--- config.mk ---
export PLATFORM = sky130hd
export DESIGN_NAME = maxpool_sequencer_flat
export DESIGN_NICKNAME = d
export VERILOG_FILES = /design/src/rtl/maxpool_sequencer_if.sv /design/src/rtl/maxpool_sequencer.sv /design/src/flat_wrapper.sv
export SDC_FILE = /design/constraint.sdc
export NUM_CORES = 1
export LEC_CHECK = 0
export ABC_AREA = 0
export CORE_ASPECT_RATIO = 0.5
export CORE_MARGIN = 10
export CORE_UTILIZATION = 45
export DETAILED_ROUTE_END_ITERATION = 6
export PLACE_DENSITY_LB_ADDON = 0.25
export SKIP_LAST_GASP = 1
export SLEW_MARGIN = 5
export SYNTH_ARGS = -nofsm -noshare
export SYNTH_HDL_FRONTEND = slang
export SYNTH_SLANG_ARGS = --single-unit
export TNS_END_PERCENT = 20
--- constraint.sdc ---
create_clock -name Clock -period 7.6 [get_ports Clock]
set_clock_uncertainty 0.1 [all_clocks]
set_input_delay 1.14 -clock Clock [delete_from_list [all_inputs] [get_ports Clock]]
set_output_delay 1.14 -clock Clock [all_outputs]
set_load 0.01 [all_outputs]
--- src/rtl/maxpool_sequencer_if.sv ---
`default_nettype none
// +----------------------------------------------------------------------------+
// | maxpool_sequencer_if : layer-control, buffer and datapath signals (rev 1.0)|
// +----------------------------------------------------------------------------+
interface maxpool_sequencer_if #(
  parameter int DATA_W = 32,
  parameter int ADDR_W = 16,
  parameter int DIM_W  = 8
);
  logic              start;
  logic [DIM_W-1:0]  cfg_width;
  logic [DIM_W-1:0]  cfg_height;
  logic [ADDR_W-1:0] cfg_src_base;
  logic [ADDR_W-1:0] cfg_dst_base;
  logic              busy;
  logic              done;
  logic              cfg_err;
  logic              rd_en;
  logic [ADDR_W-1:0] rd_addr;
  logic [DATA_W-1:0] rd_data;
  logic [DATA_W-1:0] pool_d1;
  logic [DATA_W-1:0] pool_d2;
  logic [DATA_W-1:0] pool_d3;
  logic [DATA_W-1:0] pool_d4;
  logic [DATA_W-1:0] pool_result;
  logic              wr_en;
  logic [ADDR_W-1:0] wr_addr;
  logic [DATA_W-1:0] wr_data;

  modport slave (
    input  start, cfg_width, cfg_height, cfg_src_base, cfg_dst_base, rd_data, pool_result,
    output busy, done, cfg_err, rd_en, rd_addr, pool_d1, pool_d2, pool_d3, pool_d4,
           wr_en, wr_addr, wr_data
  );

  modport master (
    output start, cfg_width, cfg_height, cfg_src_base, cfg_dst_base, rd_data, pool_result,
    input  busy, done, cfg_err, rd_en, rd_addr, pool_d1, pool_d2, pool_d3, pool_d4,
           wr_en, wr_addr, wr_data
  );
endinterface
`default_nettype wire

--- src/rtl/maxpool_sequencer.sv ---
`default_nettype none
// +----------------------------------------------------------------------------+
// | maxpool_sequencer : 2x2 stride-2 max-pool pass controller          (rev 1.0)|
// +----------------------------------------------------------------------------+
module maxpool_sequencer #(
  parameter int DATA_W = 32,
  parameter int ADDR_W = 16,
  parameter int DIM_W  = 8
) (
  input wire logic          Clock,
  input wire logic          Reset,
  maxpool_sequencer_if.slave bus
);

  typedef enum logic [2:0] {
    S_IDLE  = 3'd0,
    S_FETCH = 3'd1,
    S_WAIT  = 3'd2,
    S_POOL  = 3'd3,
    S_WRITE = 3'd4,
    S_DONE  = 3'd5
  } state_t;

  localparam logic [DIM_W-1:0]  C_ONE_D = {{(DIM_W-1){1'b0}}, 1'b1};
  localparam logic [ADDR_W-1:0] C_ONE_A = {{(ADDR_W-1){1'b0}}, 1'b1};

  state_t            r_state;
  logic [1:0]        r_k;
  logic [DIM_W-1:0]  r_c;
  logic [DIM_W-1:0]  r_r;
  logic [DIM_W-1:0]  r_w;
  logic [DIM_W-1:0]  r_ow;
  logic [DIM_W-1:0]  r_oh;
  logic [ADDR_W-1:0] r_row_base;
  logic [ADDR_W-1:0] r_wr_ptr;
  logic [ADDR_W-1:0] r_rd_addr;
  logic [ADDR_W-1:0] r_wr_addr;
  logic              r_busy;
  logic              r_done;
  logic              r_cfg_err;
  logic              r_rd_en;
  logic              r_wr_en;
  logic [DATA_W-1:0] r_d1;
  logic [DATA_W-1:0] r_d2;
  logic [DATA_W-1:0] r_d3;
  logic [DATA_W-1:0] r_d4;

  logic [DIM_W-1:0]  w_ow;
  logic [DIM_W-1:0]  w_oh;
  logic              w_last_c;
  logic              w_last;
  logic [DIM_W-1:0]  w_nxt_c;
  logic [ADDR_W-1:0] w_nxt_row_base;

  // Address of pixel k of the window whose top row starts at row_base, column 2c.
  function automatic logic [ADDR_W-1:0] pix_addr(
    input logic [ADDR_W-1:0] row_base,
    input logic [DIM_W-1:0]  c,
    input logic [1:0]        k,
    input logic [DIM_W-1:0]  w
  );
    logic [ADDR_W-1:0] a;
    a = row_base + (ADDR_W'(c) << 1);
    if (k[1]) a = a + ADDR_W'(w);
    if (k[0]) a = a + C_ONE_A;
    return a;
  endfunction

  assign w_ow           = bus.cfg_width >> 1;
  assign w_oh           = bus.cfg_height >> 1;
  assign w_last_c       = (r_c == r_ow - C_ONE_D);
  assign w_last         = w_last_c && (r_r == r_oh - C_ONE_D);
  assign w_nxt_c        = w_last_c ? '0 : r_c + C_ONE_D;
  assign w_nxt_row_base = w_last_c ? r_row_base + (ADDR_W'(r_w) << 1) : r_row_base;

  always_ff @(posedge Clock or posedge Reset) begin
    if (Reset) begin
      r_state    <= S_IDLE;
      r_k        <= '0;
      r_c        <= '0;
      r_r        <= '0;
      r_w        <= '0;
      r_ow       <= '0;
      r_oh       <= '0;
      r_row_base <= '0;
      r_wr_ptr   <= '0;
      r_rd_addr  <= '0;
      r_wr_addr  <= '0;
      r_busy     <= 1'b0;
      r_done     <= 1'b0;
      r_cfg_err  <= 1'b0;
      r_rd_en    <= 1'b0;
      r_wr_en    <= 1'b0;
      r_d1       <= '0;
      r_d2       <= '0;
      r_d3       <= '0;
      r_d4       <= '0;
    end else begin
      r_done  <= 1'b0;
      r_wr_en <= 1'b0;
      case (r_state)
        S_IDLE: begin
          if (bus.start) begin
            r_w        <= bus.cfg_width;
            r_ow       <= w_ow;
            r_oh       <= w_oh;
            r_row_base <= bus.cfg_src_base;
            r_wr_ptr   <= bus.cfg_dst_base;
            r_c        <= '0;
            r_r        <= '0;
            r_k        <= '0;
            r_busy     <= 1'b1;
            if (w_ow == '0 || w_oh == '0) begin
              r_cfg_err <= 1'b1;
              r_done    <= 1'b1;
              r_state   <= S_DONE;
            end else begin
              r_cfg_err <= 1'b0;
              r_rd_en   <= 1'b1;
              r_rd_addr <= bus.cfg_src_base;
              r_state   <= S_FETCH;
            end
          end
        end
        S_FETCH: begin
          // Data for the read issued one cycle earlier lands in the previous slot.
          case (r_k)
            2'd1:    r_d1 <= bus.rd_data;
            2'd2:    r_d2 <= bus.rd_data;
            2'd3:    r_d3 <= bus.rd_data;
            default: ;
          endcase
          r_k <= r_k + 2'd1;
          if (r_k == 2'd3) begin
            r_rd_en <= 1'b0;
            r_state <= S_WAIT;
          end else begin
            r_rd_addr <= pix_addr(r_row_base, r_c, r_k + 2'd1, r_w);
          end
        end
        S_WAIT: begin
          r_d4    <= bus.rd_data;
          r_state <= S_POOL;
        end
        S_POOL: begin
          r_wr_en   <= 1'b1;
          r_wr_addr <= r_wr_ptr;
          r_state   <= S_WRITE;
        end
        S_WRITE: begin
          r_wr_ptr <= r_wr_ptr + C_ONE_A;
          if (w_last) begin
            r_done  <= 1'b1;
            r_state <= S_DONE;
          end else begin
            r_c        <= w_nxt_c;
            r_r        <= w_last_c ? r_r + C_ONE_D : r_r;
            r_row_base <= w_nxt_row_base;
            r_rd_en    <= 1'b1;
            r_rd_addr  <= pix_addr(w_nxt_row_base, w_nxt_c, 2'd0, r_w);
            r_state    <= S_FETCH;
          end
        end
        S_DONE: begin
          r_busy  <= 1'b0;
          r_state <= S_IDLE;
        end
        default: r_state <= S_IDLE;
      endcase
    end
  end

  // The datapath result only becomes valid in the WRITE cycle, so it is passed through.
  assign bus.wr_data = r_wr_en ? bus.pool_result : '0;
  assign bus.wr_en   = r_wr_en;
  assign bus.wr_addr = r_wr_addr;
  assign bus.rd_en   = r_rd_en;
  assign bus.rd_addr = r_rd_addr;
  assign bus.busy    = r_busy;
  assign bus.done    = r_done;
  assign bus.cfg_err = r_cfg_err;
  assign bus.pool_d1 = r_d1;
  assign bus.pool_d2 = r_d2;
  assign bus.pool_d3 = r_d3;
  assign bus.pool_d4 = r_d4;

endmodule
`default_nettype wire

--- src/flat_wrapper.sv ---
// flat-port wrapper written by rule: the top's interface ports become plain ports
module maxpool_sequencer_flat 
#(
  parameter int DATA_W = 32,
  parameter int ADDR_W = 16,
  parameter int DIM_W  = 8
)
  (Clock, Reset, bus_start, bus_cfg_width, bus_cfg_height, bus_cfg_src_base, bus_cfg_dst_base, bus_rd_data, bus_pool_result, bus_busy, bus_done, bus_cfg_err, bus_rd_en, bus_rd_addr, bus_pool_d1, bus_pool_d2, bus_pool_d3, bus_pool_d4, bus_wr_en, bus_wr_addr, bus_wr_data);
  maxpool_sequencer_if #(.DATA_W(DATA_W), .ADDR_W(ADDR_W), .DIM_W(DIM_W)) bus_i ();
  input wire logic Clock;
  input wire logic Reset;
  input wire logic [$bits(bus_i.start)-1:0] bus_start;
  input wire logic [$bits(bus_i.cfg_width)-1:0] bus_cfg_width;
  input wire logic [$bits(bus_i.cfg_height)-1:0] bus_cfg_height;
  input wire logic [$bits(bus_i.cfg_src_base)-1:0] bus_cfg_src_base;
  input wire logic [$bits(bus_i.cfg_dst_base)-1:0] bus_cfg_dst_base;
  input wire logic [$bits(bus_i.rd_data)-1:0] bus_rd_data;
  input wire logic [$bits(bus_i.pool_result)-1:0] bus_pool_result;
  output wire logic [$bits(bus_i.busy)-1:0] bus_busy;
  output wire logic [$bits(bus_i.done)-1:0] bus_done;
  output wire logic [$bits(bus_i.cfg_err)-1:0] bus_cfg_err;
  output wire logic [$bits(bus_i.rd_en)-1:0] bus_rd_en;
  output wire logic [$bits(bus_i.rd_addr)-1:0] bus_rd_addr;
  output wire logic [$bits(bus_i.pool_d1)-1:0] bus_pool_d1;
  output wire logic [$bits(bus_i.pool_d2)-1:0] bus_pool_d2;
  output wire logic [$bits(bus_i.pool_d3)-1:0] bus_pool_d3;
  output wire logic [$bits(bus_i.pool_d4)-1:0] bus_pool_d4;
  output wire logic [$bits(bus_i.wr_en)-1:0] bus_wr_en;
  output wire logic [$bits(bus_i.wr_addr)-1:0] bus_wr_addr;
  output wire logic [$bits(bus_i.wr_data)-1:0] bus_wr_data;
  assign bus_i.start = bus_start;
  assign bus_i.cfg_width = bus_cfg_width;
  assign bus_i.cfg_height = bus_cfg_height;
  assign bus_i.cfg_src_base = bus_cfg_src_base;
  assign bus_i.cfg_dst_base = bus_cfg_dst_base;
  assign bus_i.rd_data = bus_rd_data;
  assign bus_i.pool_result = bus_pool_result;
  assign bus_busy = bus_i.busy;
  assign bus_done = bus_i.done;
  assign bus_cfg_err = bus_i.cfg_err;
  assign bus_rd_en = bus_i.rd_en;
  assign bus_rd_addr = bus_i.rd_addr;
  assign bus_pool_d1 = bus_i.pool_d1;
  assign bus_pool_d2 = bus_i.pool_d2;
  assign bus_pool_d3 = bus_i.pool_d3;
  assign bus_pool_d4 = bus_i.pool_d4;
  assign bus_wr_en = bus_i.wr_en;
  assign bus_wr_addr = bus_i.wr_addr;
  assign bus_wr_data = bus_i.wr_data;
  maxpool_sequencer #(.DATA_W(DATA_W), .ADDR_W(ADDR_W), .DIM_W(DIM_W)) u_core (.Clock(Clock), .Reset(Reset), .bus(bus_i));
endmodule
==> out/summary.txt, run 1 <==
Design area: 17030 um^2
Kind of end point of the critical path: flop
Synth Cell Area: 12780 um^2
Max-capacitance violation count: 0
Fill cells: 2341
Total GRT Usage: 0.2105
Cell count after synthesis: 1266
Detailed-route DRC error count: 0
Register area share after synthesis: 0.4563
Nets: 1714
Syn Nets: 1427
Syn avg cell area: 10.09 um^2
Global-route wire length before repair: 61960 um
Layout cells sized above 1: 0.1325
Final setup fails: 0
Worst-margin pin slew: 1219 ps
Period utilization: 0.6940
Final Hold Viols: 0
Area of the multi-input gates: 6634 um^2
Most frequent cells in the layout: clkdlybuf4s50_1 (310), dfrtp_1 (233), nand2_1 (148)
Post-CTS Setup Bufs: 0
Rel. slew slack: 0.1851
GPL Wtd Cong: 0.8689
Pre-antenna DRT Iters: 5
Worst path required time: 7880 ps
Number of synthesized flops with an enable pin: 0
Tmin final: 5275 ps
Peak supply drop: 0.3134 mV
Die width: 258.3 um
Largest net degree at the start of global routing: 73
CP max-delay cell: dfrtp_1
Status: completed
Core Region: 27820 um^2
CTS resizes: 0
Area grow syn2layout: 33.23%
Antenna-violating nets left: 0
Detailed placement HPWL: 29100 um
Max Freq: 189.6 MHz
Critical-path cell list: inv_1 -> ha_1 -> o21bai_1 -> a21boi_0 -> nor4_1 -> a2111oi_4 -> buf_4 -> nor2_1 -> ha_1 -> fa_1 -> a21o_1 -> a21oi_1 -> o21ai_0 -> o21ai_0 -> nand2b_1 -> a21oi_1 -> xnor2_1 -> xnor2_1 -> a221oi_1 -> a21oi_1
Synth warn: 0
Register Area: 5831 um^2
Maximum net fanout on the critical path: 28
CTS buffer count: 23
Critical path arrival: 5560 ps
CTS tree: yes
DRT Wirelength: 38960 um
Post-synth ARST share: 1.000
Via count: 10790
Yosys reg bits: 233
Synth cell types: 70
CTS Buffer Depth: 3
PwrDens: 452.3 nW/um^2
Synth Flop Type: dfrtp_1
Placed insts: 1910
RSZ-0062 raised after global routing: no
Finished Layout Cells: 1955
Setup TNS: 0 ps
Root buffer cell: clkbuf_16
Most common cell on crit path: a21oi_1
H-tree levels: 1
I/O pin count: 312
Clock transition at path regs: 70 ps
Placed Area: 16240 um^2
Reg2Reg Depth: 20
Final Max Slew Viols: 0
Initial core utilization: 0.4594
Initial antenna violation count: 4
CP peak stage delay: 580 ps
Worst skew pair latency: 510 ps
Hold-fix buffers, CTS: 0
DRT iter0 DRCs: 669
Overflow after GRT: 0
Reg2Reg Setup Slack: 2330 ps
Wire per inst: 19.93 um
Chip Height: 139.2 um
I/O Buffers: 310
Commonest non-fill, non-tap cell in the layout: clkdlybuf4s50_1
Clk sinks: 233
Startpoint Class: flop
Vias/cell: 5.518
FP Rows: 43
Vias in the first global route: 11200
Worst Hold Class: flop to flop
Kind of critical path: flop to flop
Lkg Pwr: 7.102 nW
Die area: 35950 um^2
Worst Hold Depth: 2
==> metrics by stage <==
| stage | util | hold WS, ps | setup WS, ps | power [W] |
|---|---|---|---|---|
| finish | 0.6121 | 378.9 | 2325 | 0.007701 |
| global route | 0.6121 | 397.8 | 1815 | 0.008229 |
| CTS | 0.6118 | 378.7 | 2379 | 0.007734 |
| detailed placement | 0.5839 | 361.4 | 2425 | 0.006527 |
| global placement | 0.5839 | 362.5 | 2423 | 0.006373 |
| floorplan | - | 354.5 | 2758 | 0.004717 |
==> cell type report <==
class / instances / share of cell area
diodes: 3 / 0.0004409
clock buffers: 31 / 0.03851
clock inverters: 11 / 0.007129
inverters: 31 / 0.007055
multi-input cells: 944 / 0.3897
flip-flops and latches: 233 / 0.3425
well taps: 382 / 0.02807
repair buffers: 320 / 0.1867
==> logic make-up (layout without fill, tap and decap cells) <==
| group | after synthesis | count (layout) | share of synthesized area |
|---|---|---|---|
| multiplexers | 146 | 146 | 0.1274 |
| AND/OR/NAND/NOR | 433 | 433 | 0.1641 |
| adder cells (fa/ha/maj) | 46 | 46 | 0.04739 |
| flip-flops | 233 | 233 | 0.4563 |
| XOR/XNOR | 83 | 83 | 0.05689 |
| other | 0 | 3 | 0 |
| buffers and inverters | 89 | 393 | 0.02683 |
| AO/OA/AOI/OAI | 236 | 236 | 0.1211 |
==> where the power goes <==
| part | internal (W) | switching (W) | total (W) | leakage [nW] |
|---|---|---|---|---|
| registers | 0.00183 | 0.000486 | 0.00232 | 2.81 |
| logic | 0.00206 | 0.00215 | 0.00421 | 3.91 |
| clock network | 0.000678 | 0.000494 | 0.00117 | 0.380 |
==> cell usage after synthesis (all sizes together) (30+ instances only) <==
cell | number | area [um^2]
dfrtp | 233 | 5831
nand2 | 148 | 555.5
mux2 | 133 | 1498
nor2 | 100 | 375.4
a21oi | 65 | 336.6
o21ai | 53 | 265.3
clkbuf | 47 | 176.4
xnor2 | 47 | 411.6
ha | 42 | 525.5
and2 | 40 | 250.2
nand3 | 39 | 195.2
xor2 | 36 | 315.3
inv | 30 | 112.6
==> sequential cells by signal (all words and copies together) (netlist names), 3 cells and up <==
register / flops
u_core.r_oh: 7
u_core.bus.pool_d3: 32
u_core.bus.rd_addr: 16
u_core.r_row_base: 16
u_core.r_wr_ptr: 16
u_core.r_w: 7
u_core.r_c: 8
u_core.bus.pool_d2: 32
u_core.bus.pool_d1: 32
u_core.r_r: 8
u_core.bus.pool_d4: 32
u_core.bus.wr_addr: 16
u_core.r_state: 3
==> worst max-delay path, delay by kind of cell, from the launching register on <==
kind                     cells  cell delay, ps
AND/OR/NAND/NOR              3             290
flip-flops                   1             580
AO/OA/AOI/OAI               10            2350
adder cells (fa/ha/maj)      3             980
XOR/XNOR                     2             280
buffers and inverters        2             560
==> worst paths after layout <==
kind / startpoint / end
min reg2reg: u_core.bus.wr_addr[15]$_DFFE_PP0P_ / u_core.bus.wr_addr[15]$_DFFE_PP0P_
max in group asynchronous: Reset / u_core.r_c[7]$_DFFE_PP0P_
max: u_core.r_w[1]$_DFFE_PP0P_ / u_core.bus.rd_addr[9]$_DFFE_PP0P_
max reg2reg: u_core.r_w[1]$_DFFE_PP0P_ / u_core.bus.rd_addr[9]$_DFFE_PP0P_
min in group asynchronous: Reset / u_core.bus.pool_d4[22]$_DFFE_PP0P_
min: u_core.bus.wr_addr[15]$_DFFE_PP0P_ / u_core.bus.wr_addr[15]$_DFFE_PP0P_
==> routing by layer <==
| layer | GRT usage | vias up | routed length (um) |
|---|---|---|---|
| met1 | 0.2417 | 5361 | 15280 |
| met2 | 0.3898 | 293 | 20470 |
| met3 | 0.04323 | 57 | 2218 |
| met5 | 0 | - | 18 |
| li1 | - | 5075 | - |
| met4 | 0.05634 | 2 | 971 |
Note: power is estimated with default switching activity, not from simulation.
==> inputs of run 2 (changes only) <==
==> constraint.sdc (replaced) <==
create_clock -name Clock -period 5.02 [get_ports Clock]
set_clock_uncertainty 0.1 [all_clocks]
set_input_delay 0.753 -clock Clock [delete_from_list [all_inputs] [get_ports Clock]]
set_output_delay 0.753 -clock Clock [all_outputs]
set_load 0.01 [all_outputs]
==> run 2 against run 1 <==
Fmax up 10%; total power up 52%; critical path depth decreased by 3; design area up 0.80%; utilization increased by 0.49 points; sequential share of layout area fell by 0.27 points; clock-buffer cell count fell by 2; die area unchanged; largest cell class unchanged.
==> out/summary.txt, run 2 (synthesized netlist as in run 1, its figures left out) <==
Global-route wire length before repair: 61480 um
Final Hold Viols: 0
Register Area: 5831 um^2
Pre-antenna DRT Iters: 5
Most frequent cells in the layout: clkdlybuf4s50_1 (310), dfrtp_1 (233), nand2_1 (148)
H-tree levels: 1
Wire per inst: 19.89 um
Die area: 35950 um^2
Kind of end point of the critical path: flop
Via count: 10760
Post-CTS Setup Bufs: 0
Rel. slew slack: 0.1905
Layout cells sized above 1: 0.1419
Worst skew pair latency: 520 ps
Critical path arrival: 5080 ps
Worst path required time: 5310 ps
DRT Wirelength: 39020 um
Peak supply drop: 0.3566 mV
GPL Wtd Cong: 0.9151
Detailed placement HPWL: 29370 um
Fill cells: 2301
Antenna-violating nets left: 0
Maximum net fanout on the critical path: 5
CTS tree: yes
PwrDens: 683.6 nW/um^2
Worst-margin pin slew: 1211 ps
Area grow syn2layout: 34.30%
Clock transition at path regs: 70 ps
PnR Total Power: 0.01173 W
Chip Height: 139.2 um
Final hold slack: 374.7 ps
Reg2Reg Setup Slack: 230 ps
Period utilization: 0.9537
Overflow after GRT: 0
Detailed-route DRC error count: 0
Lkg Pwr: 7.183 nW
Final setup fails: 0
Vias in the first global route: 11100
Status: completed
Root buffer cell: clkbuf_16
I/O Buffers: 310
Nets: 1726
Core Region: 27820 um^2
Initial core utilization: 0.4594
Worst Hold Class: flop to flop
CTS Buffer Depth: 3
Clk sinks: 233
Die width: 258.3 um
Max-capacitance violation count: 0
I/O pin count: 312
Startpoint Class: flop
Final Max Slew Viols: 0
Kind of critical path: flop to flop
RSZ-0062 raised after global routing: yes
FP Rows: 43
DRT iter0 DRCs: 692
Initial antenna violation count: 1
Tmin final: 4788 ps
Largest net degree at the start of global routing: 132
Vias/cell: 5.482
Max Freq: 208.9 MHz
Total GRT Usage: 0.2098
Commonest non-fill, non-tap cell in the layout: clkdlybuf4s50_1
Area of the multi-input gates: 6669 um^2
CTS buffer count: 22
[run 2: path summary, 6_finish.rpt]
path / from / endpoint / depth (start not counted)
max: u_core.r_row_base[1]$_DFFE_PP0P_ / u_core.bus.rd_addr[11]$_DFFE_PP0P_ / 17
min in group asynchronous: Reset / u_core.bus.pool_d4[21]$_DFFE_PP0P_ / 3
max reg2reg: u_core.r_row_base[1]$_DFFE_PP0P_ / u_core.bus.rd_addr[11]$_DFFE_PP0P_ / 17
max in group asynchronous: Reset / u_core.r_w[3]$_DFFE_PP0P_ / 3
min: u_core.bus.wr_addr[9]$_DFFE_PP0P_ / u_core.bus.wr_addr[9]$_DFFE_PP0P_ / 2
min reg2reg: u_core.bus.wr_addr[9]$_DFFE_PP0P_ / u_core.bus.wr_addr[9]$_DFFE_PP0P_ / 2
[run 2: routing by layer]
metal  global-route usage  wire length, um  vias to the layer above
met1               0.2439            15370                     5314
met4              0.05357              911                        0
met3              0.04305             2380                       57
met2               0.3861            20360                      308
met5                    0                0                        -
li1                     -                -                     5076
[run 2: timing repair]
action	in CTS	in global routing
setup endpoints to repair	0	8
resized for setup	0	9
hold buffers	0	0
[run 2: critical path, cell delays in order (launching register included)]
cell       delay (ps)
dfrtp_1           410
ha_1              240
inv_1              70
fa_1              400
nand2b_1          220
a21oi_1           180
xor2_1            270
ha_1              220
nand2_1            70
a211oi_1          380
a31oi_1           250
a2111oi_0         570
nor3_1            120
a311oi_2          400
nor2_1            120
xnor2_1           190
a222oi_1          330
a21oi_1           110
[run 2: through the flow]
step | instance area [um^2] | util | TNS (ps) | std cells | setup slack [ps]
final | 17160 | 0.6170 | 0 | 1962 | 232.5
after global routing | 17160 | 0.6170 | -25.29 | 1962 | -15.11
after CTS | 17120 | 0.6156 | 0 | 1961 | 145.7
after detailed placement | 16360 | 0.5883 | 0 | 1923 | 186.4
after global placement | 16360 | 0.5883 | 0 | 1923 | 279.6
after floorplan | 12780 | - | 0 | 1266 | 177.6
[run 2: power by group]
part           leakage [nW]  switching [W]  internal, W
registers              2.81       0.000670      0.00277
clock network         0.375       0.000728      0.00103
logic                  3.99        0.00335      0.00318
total                  7.18        0.00475      0.00698
[run 2: cell type report]
type | instances | area share
antenna | 1 | 0.0001458
clock buffer | 29 | 0.03653
clock inverter | 9 | 0.007801
inverter | 31 | 0.006999
multi-input combinational | 944 | 0.3886
sequential | 233 | 0.3397
tap | 382 | 0.02785
timing repair buffer | 333 | 0.1923
==> inputs of run 3 (changes only) <==
--- a/config.mk
+++ b/config.mk
@@ -10,9 +10,9 @@
 export CORE_MARGIN = 10
 export CORE_UTILIZATION = 45
 export DETAILED_ROUTE_END_ITERATION = 6
+export DONT_BUFFER_PORTS = 1
 export PLACE_DENSITY_LB_ADDON = 0.25
 export SKIP_LAST_GASP = 1
-export SLEW_MARGIN = 5
 export SYNTH_ARGS = -nofsm -noshare
 export SYNTH_HDL_FRONTEND = slang
 export SYNTH_SLANG_ARGS = --single-unit
==> run 3 against run 2 <==
Total power shrank 11%; critical endpoint is now u_core.bus.rd_addr[9]$_DFFE_PP0P_; die area stayed put; worst setup slack improved by 16 ps; sequential share of layout area rose by 7.3 points; clock-buffer cell count down 1; largest power group unchanged; highest routed layer unchanged; register-to-register slack better by 20 ps; combinational power shrank 31%; via count shrank 11%.
==> out/summary.txt, run 3 (synthesized netlist as in run 1, its figures left out) <==
PwrDens: 741.1 nW/um^2
Detailed-route DRC error count: 0
Clock transition at path regs: 70 ps
Switching Fraction: 0.4324
GPL Wtd Cong: 0.9268
Final Hold Viols: 0
CTS tree: yes
Worst-margin pin slew: 1201 ps
Antenna-violating nets left: 0
Die area: 35950 um^2
Pre-antenna DRT Iters: 5
Clock Power Share: 0.190
Tmin final: 4771 ps
Global-route wire length before repair: 56720 um
CTS buffer count: 23
CP max-delay cell: or4_1
Detailed placement HPWL: 27030 um
Most frequent cells in the layout: dfrtp_1 (233), nand2_1 (148), mux2_2 (133)
Period utilization: 0.9505
DRT iter0 DRCs: 613
RSZ-0062 raised after global routing: yes
Vias in the first global route: 9652
Chip Height: 139.2 um
FP Rows: 43
CP peak stage delay: 590 ps
Worst path required time: 5310 ps
Setup TNS: 0 ps
Reg2Reg Depth: 18
Final Max Slew Viols: 0
Area grow syn2layout: 10.65%
Peak supply drop: 0.3642 mV
R2r endpoint: u_core.bus.rd_addr[9]$_DFFE_PP0P_
Status: completed
I/O Buffers: 0
Lkg Pwr: 6.032 nW
Sw Pwr: 0.004532 W
Vias/cell: 5.764
H-tree levels: 1
RR Startpoint: u_core.r_w[3]$_DFFE_PP0P_
Initial antenna violation count: 0
Comb pwr share: 0.431
Total GRT Usage: 0.1944
Kind of end point of the critical path: flop
Die width: 258.3 um
Clk sinks: 233
Worst Hold Class: input pin to asynchronous set/reset pin
Kind of critical path: flop to flop
Rel. slew slack: 0.1961
Sequential share of power: 0.379
Critical path arrival: 5060 ps
Root buffer cell: clkbuf_16
Worst skew pair latency: 520 ps
CTS Buffer Depth: 3
Max Freq: 209.6 MHz
Overflow after GRT: 0
I/O pin count: 312
Most common cell on crit path: a21oi_1
# diodes: 0
Final setup fails: 0
Max-capacitance violation count: 0
Layout cells sized above 1: 0.1769
Core Region: 27820 um^2
Startpoint Class: flop
Worst setup margin: 248.7 ps
Critical-path cell list: or4_1 -> nor4b_2 -> nor4_1 -> a2111oi_4 -> mux2_2 -> ha_1 -> fa_1 -> a21o_1 -> a21oi_1 -> o21ai_0 -> o21ai_1 -> nand2b_1 -> a21oi_1 -> buf_4 -> xnor2_1 -> xnor2_1 -> a221oi_1 -> a21oi_1
Via count: 9534
Wire per inst: 21.98 um
Maximum net fanout on the critical path: 3
Reg2Reg Setup Slack: 250 ps
Largest net degree at the start of global routing: 151
Pre-CTS setup slack: 229.0 ps
Nets: 1417
Commonest non-fill, non-tap cell in the layout: dfrtp_1
P_int: 0.005948 W
DRT Wirelength: 36360 um
Initial core utilization: 0.4594
Hold-fix buffers, CTS: 0
## run 3: how the worst max path moves through the flow
stage	from	to	cells past startpoint
floorplan	u_core.r_w[3]$_DFFE_PP0P_	u_core.bus.rd_addr[9]$_DFFE_PP0P_	19
global placement	u_core.r_w[3]$_DFFE_PP0P_	u_core.bus.rd_addr[9]$_DFFE_PP0P_	18
detailed placement	u_core.r_w[3]$_DFFE_PP0P_	u_core.bus.rd_addr[9]$_DFFE_PP0P_	18
CTS	u_core.r_w[3]$_DFFE_PP0P_	u_core.bus.rd_addr[9]$_DFFE_PP0P_	18
global route	u_core.r_w[3]$_DFFE_PP0P_	u_core.bus.rd_addr[9]$_DFFE_PP0P_	18
finish	u_core.r_w[3]$_DFFE_PP0P_	u_core.bus.rd_addr[9]$_DFFE_PP0P_	18
## run 3: layer usage
layer | vias up | GRT usage | routed length [um]
li1 | 4466 | - | -
met1 | 4770 | 0.2311 | 14480
met2 | 257 | 0.3481 | 18640
met3 | 41 | 0.04469 | 2421
met4 | 0 | 0.04895 | 820
met5 | - | 0 | 0
## run 3: power groups by stage
| stage | Sequential [W] | Combinational [W] | Clock (W) |
|---|---|---|---|
| 2_1_floorplan | 0.00362 | 0.00352 | 0 |
| 3_3_place_gp | 0.00400 | 0.00432 | 0 |
| 3_5_place_dp | 0.00403 | 0.00446 | 0 |
| 4_1_cts | 0.00401 | 0.00448 | 0.00202 |
| 5_1_grt | 0.00409 | 0.00502 | 0.00210 |
| 6_report | 0.00397 | 0.00452 | 0.00199 |
## run 3: layout make-up
cell class / count / area [um^2]
fillers: 2547 / 13680
flip-flops and latches: 233 / 5831
inverters: 31 / 120.1
clock buffers: 28 / 634.4
well taps: 382 / 478.0
repair buffers: 23 / 188.9
multi-input cells: 944 / 6645
clock inverters: 13 / 242.7
## run 3: metrics by stage
step	utilization	instance area (um^2)	instances	hold WS, ps	power [W]
detailed placement	0.4763	13250	1613	388.2	0.008487
finish	0.5083	14140	1654	239.9	0.01048
global placement	0.4763	13250	1613	391.7	0.008321
global route	0.5083	14140	1654	232.6	0.01120
floorplan	-	12780	1266	354.5	0.007142
CTS	0.5078	14130	1654	224.9	0.01052
## run 3: worst max-delay path: cells and delay by family, from the launching register on
| kind | cells | cell delay [ps] |
|---|---|---|
| xor+xnor | 2 | 210 |
| buf+inv | 1 | 150 |
| fa+ha+maj | 2 | 630 |
| mux | 1 | 400 |
| flops | 1 | 370 |
| simple gates | 4 | 1110 |
| compound gates | 8 | 1690 |
## run 3: what timing repair did
item / in CTS / in global routing
endpoints found under the setup margin: 0 / 7
gates resized for setup: 0 / 5
setup buffers: 0 / 0
